===== src/rtl/vend_pkg.sv =====
// Shared vending definitions: coin indices, coin values and payout states.
// The coin-in accumulator uses the same coin encoding and values.
package vend_pkg;

    localparam int AMOUNT_W_DFLT = 9;

    localparam int VAL_P = 1;
    localparam int VAL_N = 5;
    localparam int VAL_D = 10;
    localparam int VAL_Q = 25;

    typedef enum logic [1:0] {
        COIN_P = 2'd0,
        COIN_N = 2'd1,
        COIN_D = 2'd2,
        COIN_Q = 2'd3
    } coin_e;

    typedef enum logic [2:0] {
        ST_IDLE,
        ST_SELECT,
        ST_EJECT,
        ST_WAIT_ACK,
        ST_DONE
    } payout_state_e;

    function automatic logic [4:0] coin_value(coin_e c);
        logic [4:0] v;
        unique case (c)
            COIN_Q:  v = 5'(VAL_Q);
            COIN_D:  v = 5'(VAL_D);
            COIN_N:  v = 5'(VAL_N);
            default: v = 5'(VAL_P);
        endcase
        return v;
    endfunction

endpackage


===== src/rtl/change_payout_if.sv =====
// Payout bus: change request handshake, hopper control and result reporting.
// master = request/hopper side, slave = payout sequencer.
interface change_payout_if
    import vend_pkg::*;
#(
    parameter int AMOUNT_W = AMOUNT_W_DFLT
) ();

    logic                req_valid;
    logic [AMOUNT_W-1:0] req_amount;
    logic                req_ready;
    logic [3:0]          hopper_empty;
    logic                hopper_ack;
    logic [3:0]          eject;
    logic                busy;
    logic                done;
    logic [AMOUNT_W-1:0] paid_amount;
    logic [AMOUNT_W-1:0] short_amount;

    modport master (
        output req_valid, req_amount, hopper_empty, hopper_ack,
        input  req_ready, eject, busy, done, paid_amount, short_amount
    );

    modport slave (
        input  req_valid, req_amount, hopper_empty, hopper_ack,
        output req_ready, eject, busy, done, paid_amount, short_amount
    );

endinterface


===== src/rtl/payout_timer.sv =====
// Loadable down-counter shared by the eject-pulse and ack-timeout phases.
// expired is high whenever the count has reached zero.
module payout_timer #(
    parameter int W = 10
) (
    input  logic         clk,
    input  logic         rst_n,
    input  logic         load,
    input  logic [W-1:0] load_val,
    output logic         expired
);

    logic [W-1:0] cnt_q;
    logic [W-1:0] cnt_d;

    // load wins; otherwise count down and stick at zero
    always_comb begin
        cnt_d = cnt_q;
        if (load) begin
            cnt_d = load_val;
        end else if (cnt_q != '0) begin
            cnt_d = cnt_q - 1'b1;
        end
    end

    // counter register
    always_ff @(posedge clk or negedge rst_n) begin
        if (!rst_n) begin
            cnt_q <= '0;
        end else begin
            cnt_q <= cnt_d;
        end
    end

    assign expired = (cnt_q == '0);

endmodule


===== src/rtl/change_payout.sv =====
// Coin-out sequencer: greedy coin choice, one eject pulse per coin,
// ack handshake with timeout, empty/failed hopper fallback.
module change_payout
    import vend_pkg::*;
#(
    parameter int AMOUNT_W     = AMOUNT_W_DFLT,
    parameter int PULSE_CYCLES = 4,
    parameter int ACK_TIMEOUT  = 1000
) (
    input  logic                 clk,
    input  logic                 rst_n,
    change_payout_if.slave       bus
);

    localparam int TMAX = (PULSE_CYCLES > ACK_TIMEOUT) ? PULSE_CYCLES : ACK_TIMEOUT;
    localparam int TW   = $clog2(TMAX + 1);

    payout_state_e       state_q, state_d;
    coin_e               coin_q, coin_d;
    logic [AMOUNT_W-1:0] remaining_q, remaining_d;
    logic [AMOUNT_W-1:0] paid_q, paid_d;
    logic [AMOUNT_W-1:0] short_q, short_d;
    logic [3:0]          fail_q, fail_d;
    logic                ack_seen_q, ack_seen_d;
    logic [3:0]          eject_q, eject_d;

    logic                tmr_load;
    logic [TW-1:0]       tmr_val;
    logic                tmr_expired;
    logic [3:0]          elig;
    logic [AMOUNT_W-1:0] coin_val;

    payout_timer #(.W(TW)) u_timer (
        .clk      (clk),
        .rst_n    (rst_n),
        .load     (tmr_load),
        .load_val (tmr_val),
        .expired  (tmr_expired)
    );

    assign coin_val = AMOUNT_W'(coin_value(coin_q));

    assign elig[COIN_Q] = (remaining_q >= AMOUNT_W'(VAL_Q)) &&
                          !bus.hopper_empty[COIN_Q] && !fail_q[COIN_Q];
    assign elig[COIN_D] = (remaining_q >= AMOUNT_W'(VAL_D)) &&
                          !bus.hopper_empty[COIN_D] && !fail_q[COIN_D];
    assign elig[COIN_N] = (remaining_q >= AMOUNT_W'(VAL_N)) &&
                          !bus.hopper_empty[COIN_N] && !fail_q[COIN_N];
    assign elig[COIN_P] = (remaining_q >= AMOUNT_W'(VAL_P)) &&
                          !bus.hopper_empty[COIN_P] && !fail_q[COIN_P];

    // next-state, datapath update and eject/timer control
    always_comb begin
        state_d     = state_q;
        coin_d      = coin_q;
        remaining_d = remaining_q;
        paid_d      = paid_q;
        short_d     = short_q;
        fail_d      = fail_q;
        ack_seen_d  = ack_seen_q;
        eject_d     = '0;
        tmr_load    = 1'b0;
        tmr_val     = TW'(PULSE_CYCLES);
        unique case (state_q)
            ST_IDLE: begin
                if (bus.req_valid) begin
                    remaining_d = bus.req_amount;
                    paid_d      = '0;
                    short_d     = '0;
                    fail_d      = '0;
                    state_d     = ST_SELECT;
                end
            end
            ST_SELECT: begin
                if (|elig) begin
                    state_d    = ST_EJECT;
                    ack_seen_d = 1'b0;
                    tmr_load   = 1'b1;
                    if (elig[COIN_Q]) begin
                        coin_d = COIN_Q;
                    end else if (elig[COIN_D]) begin
                        coin_d = COIN_D;
                    end else if (elig[COIN_N]) begin
                        coin_d = COIN_N;
                    end else begin
                        coin_d = COIN_P;
                    end
                end else begin
                    short_d = remaining_q;
                    state_d = ST_DONE;
                end
            end
            ST_EJECT: begin
                // the first EJECT cycle sets up the pulse, so eject stays
                // high for exactly PULSE_CYCLES cycles and never outside EJECT
                if (bus.hopper_ack) begin
                    ack_seen_d = 1'b1;
                end
                if (!tmr_expired) begin
                    eject_d = 4'b0001 << coin_q;
                end else if (ack_seen_q || bus.hopper_ack) begin
                    remaining_d = remaining_q - coin_val;
                    paid_d      = paid_q + coin_val;
                    state_d     = ST_SELECT;
                end else begin
                    state_d  = ST_WAIT_ACK;
                    tmr_load = 1'b1;
                    tmr_val  = TW'(ACK_TIMEOUT);
                end
            end
            ST_WAIT_ACK: begin
                if (bus.hopper_ack) begin
                    remaining_d = remaining_q - coin_val;
                    paid_d      = paid_q + coin_val;
                    state_d     = ST_SELECT;
                end else if (tmr_expired) begin
                    fail_d[coin_q] = 1'b1;
                    state_d        = ST_SELECT;
                end
            end
            ST_DONE: begin
                state_d = ST_IDLE;
            end
            default: begin
                state_d = ST_IDLE;
            end
        endcase
    end

    // state and datapath registers; reset aborts any transaction
    always_ff @(posedge clk or negedge rst_n) begin
        if (!rst_n) begin
            state_q     <= ST_IDLE;
            coin_q      <= COIN_P;
            remaining_q <= '0;
            paid_q      <= '0;
            short_q     <= '0;
            fail_q      <= '0;
            ack_seen_q  <= 1'b0;
            eject_q     <= '0;
        end else begin
            state_q     <= state_d;
            coin_q      <= coin_d;
            remaining_q <= remaining_d;
            paid_q      <= paid_d;
            short_q     <= short_d;
            fail_q      <= fail_d;
            ack_seen_q  <= ack_seen_d;
            eject_q     <= eject_d;
        end
    end

    assign bus.req_ready    = (state_q == ST_IDLE);
    assign bus.busy         = (state_q != ST_IDLE);
    assign bus.done         = (state_q == ST_DONE);
    assign bus.eject        = eject_q;
    assign bus.paid_amount  = paid_q;
    assign bus.short_amount = short_q;

endmodule


===== src/flat_wrapper.sv =====
// flat-port wrapper written by rule: the top's interface ports become plain ports
module change_payout_flat import vend_pkg::*;
#(
    parameter int AMOUNT_W     = AMOUNT_W_DFLT,
    parameter int PULSE_CYCLES = 4,
    parameter int ACK_TIMEOUT  = 1000
)
  (clk, rst_n, bus_req_valid, bus_req_amount, bus_hopper_empty, bus_hopper_ack, bus_req_ready, bus_eject, bus_busy, bus_done, bus_paid_amount, bus_short_amount);
  change_payout_if #(.AMOUNT_W(AMOUNT_W)) bus_i ();
  input  logic clk;
  input  logic rst_n;
  input wire logic [$bits(bus_i.req_valid)-1:0] bus_req_valid;
  input wire logic [$bits(bus_i.req_amount)-1:0] bus_req_amount;
  input wire logic [$bits(bus_i.hopper_empty)-1:0] bus_hopper_empty;
  input wire logic [$bits(bus_i.hopper_ack)-1:0] bus_hopper_ack;
  output wire logic [$bits(bus_i.req_ready)-1:0] bus_req_ready;
  output wire logic [$bits(bus_i.eject)-1:0] bus_eject;
  output wire logic [$bits(bus_i.busy)-1:0] bus_busy;
  output wire logic [$bits(bus_i.done)-1:0] bus_done;
  output wire logic [$bits(bus_i.paid_amount)-1:0] bus_paid_amount;
  output wire logic [$bits(bus_i.short_amount)-1:0] bus_short_amount;
  assign bus_i.req_valid = bus_req_valid;
  assign bus_i.req_amount = bus_req_amount;
  assign bus_i.hopper_empty = bus_hopper_empty;
  assign bus_i.hopper_ack = bus_hopper_ack;
  assign bus_req_ready = bus_i.req_ready;
  assign bus_eject = bus_i.eject;
  assign bus_busy = bus_i.busy;
  assign bus_done = bus_i.done;
  assign bus_paid_amount = bus_i.paid_amount;
  assign bus_short_amount = bus_i.short_amount;
  change_payout #(.AMOUNT_W(AMOUNT_W), .PULSE_CYCLES(PULSE_CYCLES), .ACK_TIMEOUT(ACK_TIMEOUT)) u_core (.clk(clk), .rst_n(rst_n), .bus(bus_i));
endmodule

===== config.mk =====
export PLATFORM = sky130hd
export DESIGN_NAME = change_payout_flat
export DESIGN_NICKNAME = d
export VERILOG_FILES = /design/src/rtl/vend_pkg.sv /design/src/rtl/change_payout_if.sv /design/src/rtl/payout_timer.sv /design/src/rtl/change_payout.sv /design/src/flat_wrapper.sv
export SDC_FILE = /design/constraint.sdc
export NUM_CORES = 1
export LEC_CHECK = 0
export BUFFER_PORTS_ARGS = -buffer_cell sky130_fd_sc_hd__buf_4
export CORE_AREA = 2 2 76 78
export CTS_BUF_LIST = sky130_fd_sc_hd__clkbuf_16
export DETAILED_ROUTE_END_ITERATION = 8
export DIE_AREA = 0 0 78 80
export MAX_ROUTING_LAYER = met4
export PLACE_DENSITY = 0.77
export REMOVE_ABC_BUFFERS = 1
export SETUP_SLACK_MARGIN = 0.02
export SLEW_MARGIN = 30
export SYNTH_ARGS = -nofsm -noshare
export SYNTH_HDL_FRONTEND = slang
export SYNTH_SLANG_ARGS = --single-unit

===== constraint.sdc =====
create_clock -name clk -period 2.6 [get_ports clk]
set_input_delay 0.52 -clock clk [delete_from_list [all_inputs] [get_ports clk]]
set_output_delay 0.52 -clock clk [all_outputs]
set_load 0.05 [all_outputs]

Word level (Yosys, flattened, before mapping)
Cells that the tools add are included.

operators by class
  add/subtract/negate cells = 3
  multiply operators = 0
  divide/modulo/power cells = 0
  magnitude comparators = 6
  equality and inequality tests = 17
  shifts and indexed selects = 1
  muxes and demuxes = 43
  bitwise gates (word level) = 1
  reductions and logical operators = 34

operators by type and width
  cell                   number
  $mux 9                 9
  $pmux 9 s3             2
  $mux 10                5
  $mux 4                 5
  $pmux 9 s2             1
  $mux 3                 5
  $pmux 5 s3             1
  $pmux 3 s4             1
  $logic_not 10->1       1
  $ne 2x2->1 const B     5
  $reduce_bool 10->1     1
  $sub 10x1->10 const B  1
  $add 9x5->9            1
  $ge 9x1->1 const B     1
  $ge 9x3->1 const B     1
  $ge 9x4->1 const B     1
  $ge 9x5->1 const B     1
  $logic_and 1x1->1      9
  $reduce_and 3->1       3
  $sub 9x5->9            1
  $logic_not 1->1        8
  $ne 2x1->1 const B     4
  $pmux 4 s2             1
  $reduce_bool 2->1      4
  other kinds (21)       33

storage, ports and cells
  register bits after elaboration = 51
  bits in latches = 0
  memory bits (writable) = 0
  memory bits (read-only) = 0
  input port bits = 17
  output and inout bits = 25
  logic and storage cells = 114
  memories = 0

Longest topological paths before layout
  depth in word-level cells = 8
  depth in mapped cells = 10

Modules after synthesis
From an unflattened synthesis, not the netlist that was laid out.

unflattened totals
  cells, all modules = 328
  area total of the unflattened synthesis = 2996.6 sq um

modules (own cells, without submodules)
  module         times used  cells each  area each (sq um)  seq. area each (sq um)
  change_payout  1           260         2376.0             1026.0
  payout_timer   1           68          620.6              250.2

Worst setup path after synthesis
OpenSTA, ideal clock, no wires.

  kind = register to register
  start point = register u_core.paid_q[0] (netlist: u_core.bus.paid_amount[0])
  end point = register u_core.paid_q[8] (netlist: u_core.bus.paid_amount[8])
  arrival = 2210 ps
  data required time = 2522 ps
  path slack = 313 ps
  cell stages (with the launch flop) = 9
  path buffers = 0
  cells stage by stage = dfrtp_1 > ha_1 > inv_1 > fa_1 > nor2b_1 > o31a_1 > nor2_1 > or4_1 > a21boi_1

on the way
  word-level cells in the longest chain between the ends = 4
  elaborated cells on any way between the ends = 5

RTL lines
  item                    RTL line                                    RTL
  start, declared         change_payout.sv:21                         logic [AMOUNT_W-1:0] paid_q, paid_d;
  start signal, assigned  change_payout.sv:145                        paid_q <= paid_d;
  $add 9x5->9 (*)         change_payout.sv:103, change_payout.sv:114
  $mux 9                  change_payout.sv:101                        end else if (ack_seen_q || bus.hopper_ack) begin
  $mux 9                  change_payout.sv:99                         if (!tmr_expired) begin
  $pmux 9 s3 (*)          change_payout.sv:64                         unique case (state_q)

Mark *: on every way between the ends. The rest lies on a longest branch, timed or not. The select of a mux whose other input is x is not followed.
A chain may end at the register's enable or synchronous reset.

Final worst setup path
  start point = register u_core.coin_q[0]
  end point = register u_core.paid_q[8] (netlist: u_core.bus.paid_amount[8])

on the way
  word-level cells in the longest chain between the ends = 6
  elaborated cells on any way between the ends = 9

RTL lines
  item                                             RTL line                                    RTL
  start, declared                                  change_payout.sv:19                         coin_e coin_q, coin_d;
  start signal, assigned                           change_payout.sv:143                        coin_q <= coin_d;
  $eq 2x1->1 / $eq 2x2->1 (equally long branches)  vend_pkg.sv:29                              unique case (c)
  $pmux 5 s3 (*)                                   vend_pkg.sv:29
  $add 9x5->9 (*)                                  change_payout.sv:103, change_payout.sv:114
  $mux 9                                           change_payout.sv:101
  $mux 9                                           change_payout.sv:99
  $pmux 9 s3 (*)                                   change_payout.sv:64

Marked as above.

==> impl_results.md <==
* Detailed Route WL at 6.90 mm
* First-pass GRT wire length at around 11 mm
* Worst EP required at 2.82 ns
* Mapped Cells at 312
* Ys Warns at 0
* CORE AREA at 0.00541 mm²
* DIE HEIGHT at 80 µm
* Status: completed
* GRT Overall Usage at 0.239
* Setup violations, final at 0
* Number of synthesized flops with an enable pin at 0
* Critical path origin: u_core.coin_q[0]
* Remaining DRCs at 0
* Vias per inst at between 5 and 6
* Final setup skew at 0.00600 ns
* R2R cell count at 10
* DR vias at roughly 2500
* Number of CTS-inserted buffers at 5
* Peak VDD IR at 626 µV
* H-tree lvl count at 2
* DR iter-0 viols at approximately 160
* Starting Density at 0.547
* Hold buffer count at CTS at 0
* Num rows at 27
* # placed instances at around 420
* CTS clk-pin slew, worst paths at ~0.060 ns
* Crit Path Class: flip-flop to flip-flop
* Synth Flop Type: dfrtp_1
* RR Startpoint: u_core.coin_q[0]
* Area delta synth->final at 18.8%
* FF-to-FF End: u_core.bus.paid_amount[8]
* Sequential area share after synthesis at 0.431
* Post-route ant nets at 0
* Die footprint at 0.00624 mm²
* Dpl hpwl at 4.90 mm
* Layout cells sized above 1 at 0.181
* Post-CTS Setup Bufs at 0
* Slew of the pin with the lowest slew margin at between 0.8 and 0.9 ns
* Worst skew pair latency at approximately 0.29 ns
* CTS tree: built
* Async SR Flop Fraction at 1.00
* Initial antenna violation count at 0
* Crit path arrival time at 2.59 ns
* Power per Cell Area at 1300 mW/mm²
* Post-DR wirelength/cell at 16.0 µm
* Distinct cell type count after synthesis at 55
* Min Hold Slack at approximately 0.27 ns
* Setup crit end kind: flip-flop
* Sum Neg Setup Slack at 0 ns
* Final critical-path required period at 2.37 ns
* Max Cap Viol at 0
* Die width at just under 80 µm
* Synthesized cell area at between 0.002 and 0.003 mm²
* CTS sink cnt at 51
* Final Hold Viols at 0
* Total power at ~0.0046 W
* Fmax at 422 MHz
* Flop2flop setup slack at 0.23 ns
* Element type at the critical path start: flip-flop
* LEAKAGE at ~1.6 nW
* RSZ-0062 raised after global routing: false
* Drt first pass iters at 4
* Tcrit/Tclk final at 0.912
* Layout Cells excl Fill at 431
* Maximum fanout along the worst path at 5
* Nets at ~390
* Vias in the first global route at 2423
* Slew HR at 0.427
* Pin count of the biggest net entering global routing at 52
* Hold Crit Class: primary input to async pin
* IO Pins at 42
* Cts repair resizes at 0
* GR Overflow Total at 0
* Max Slew Vio Count at 0
* PortBufs at around 40
* CTS max path bufs at 2
* #FFs+latches synth at slightly above 50
* CTS Root Cell: clkbuf_16
* Syn Area/Cell at 9.48 µm²
* GPL Wtd Cong at 0.886
* Critical Path End: u_core.bus.paid_amount[8]
* N_diodes at 0
==> worst max-delay path: stages (launching register included) <==
cell      delay [ns]
dfrtp_1         0.40
inv_1           0.10
nand2_2         0.13
ha_1            0.22
inv_1           0.07
fa_1            0.38
nor2b_1         0.20
o31a_1          0.19
nor2_1          0.06
or4_1           0.40
a21boi_1        0.14
==> power by group <==
part           internal [W]  switching (W)  total [W]
clock network      0.000347       0.000276   0.000623
registers           0.00106       0.000313    0.00137
logic              0.000980        0.00159    0.00257
==> synth_stat cells, types with 4 or more instances <==
master / count / area, µm²
nand2_1: 28 / 105
or4_1: 7 / 52.6
nor3_1: 9 / 45.0
a21oi_1: 15 / 75.1
or3_1: 5 / 31.3
nor2b_1: 8 / 50.1
dfrtp_1: 51 / 1280
o21a_1: 6 / 45.0
a31oi_1: 5 / 31.3
o31a_1: 4 / 35.0
ha_1: 11 / 138
clkbuf_1: 8 / 30.0
o21ai_0: 19 / 95.1
nand3_1: 6 / 30.0
nor2_1: 27 / 101
o31ai_1: 8 / 60.1
mux2i_1: 10 / 100
inv_1: 20 / 75.1
a211oi_1: 11 / 82.6
==> worst min-delay path by stage <==
| stage | slack, ns | cells after the start | end | startpoint |
|---|---|---|---|---|
| global placement | 0.49 | 2 | u_core.ack_seen_q | u_core.ack_seen_q |
| CTS | 0.29 | 1 | u_core.bus.short_amount[1] | rst_n |
| detailed placement | 0.50 | 1 | u_core.fail_q[2] | u_core.fail_q[2] |
| floorplan | 0.22 | 0 | u_core.ack_seen_q | rst_n |
| global route | 0.33 | 1 | u_core.bus.short_amount[4] | rst_n |
| finish | 0.27 | 1 | u_core.bus.short_amount[4] | rst_n |
==> routing by layer <==
| metal | global-route usage | wire (µm) |
|---|---|---|
| met2 | 0.391 | 3280 |
| met4 | 0.0526 | 57 |
| met5 | - | 0 |
| met1 | 0.322 | 3310 |
| met3 | 0.0339 | 246 |
==> cells in the final DEF (no fill, tap or decap), types with 3 or more instances in the layout <==
cell type,netlist,layout
or3_1,5,5
a21oi_1,15,15
nor3_1,9,9
o31ai_1,8,8
xnor2_1,3,3
clkbuf_16,0,5
a22o_1,3,3
o21ai_0,19,19
nor2b_1,8,8
nand3_1,6,6
mux2i_1,10,10
o21a_1,6,6
a21o_1,3,3
buf_4,1,50
a211oi_1,11,11
nor2_1,27,27
inv_1,20,21
ha_1,11,11
dfrtp_1,51,51
o31a_1,4,4
nand2_1,28,27
a31oi_1,5,5
or4_1,7,7
==> cells by family (layout without fill, tap and decap cells) <==
family | count (synthesis) | after routing | share of synthesized area
and+or+nand+nor | 109 | 109 | 0.201
AOI/OAI and AO/OA | 91 | 91 | 0.208
DFF | 51 | 51 | 0.431
buffers and inverters | 31 | 78 | 0.0436
muxes | 11 | 11 | 0.0376
xor gates and xnor gates | 5 | 5 | 0.0148
adders and majority gates | 14 | 14 | 0.0634
==> per-stage QoR <==
stage / util / instance area, µm² / setup slack, ns
2_1_floorplan: - / 2910 / -0.560
3_3_place_gp: 0.625 / 3380 / 0.329
3_5_place_dp: 0.625 / 3380 / 0.200
4_1_cts: 0.650 / 3510 / 0.163
5_1_grt: 0.650 / 3520 / 0.0809
6_report: 0.650 / 3520 / 0.230
==> sequential cells by signal, summed over array words and instances (netlist names) <==
name,cells
u_core.bus.paid_amount,9
u_core.coin_q,2
u_core.bus.short_amount,9
u_core.bus.eject,4
u_core.fail_q,4
u_core.remaining_q,9
u_core.u_timer.cnt_q,10
u_core.ack_seen_q,1
u_core.state_q,3
==> layout make-up <==
type	instances	area, µm²
clock buffers	5	125
clock inverters	3	11.3
fillers	438	1890
inverters	20	75.1
multi-input cells	230	1560
flip-flops and latches	51	1280
well taps	72	90.1
repair buffers	50	375
(Power assumes the default switching activity.)
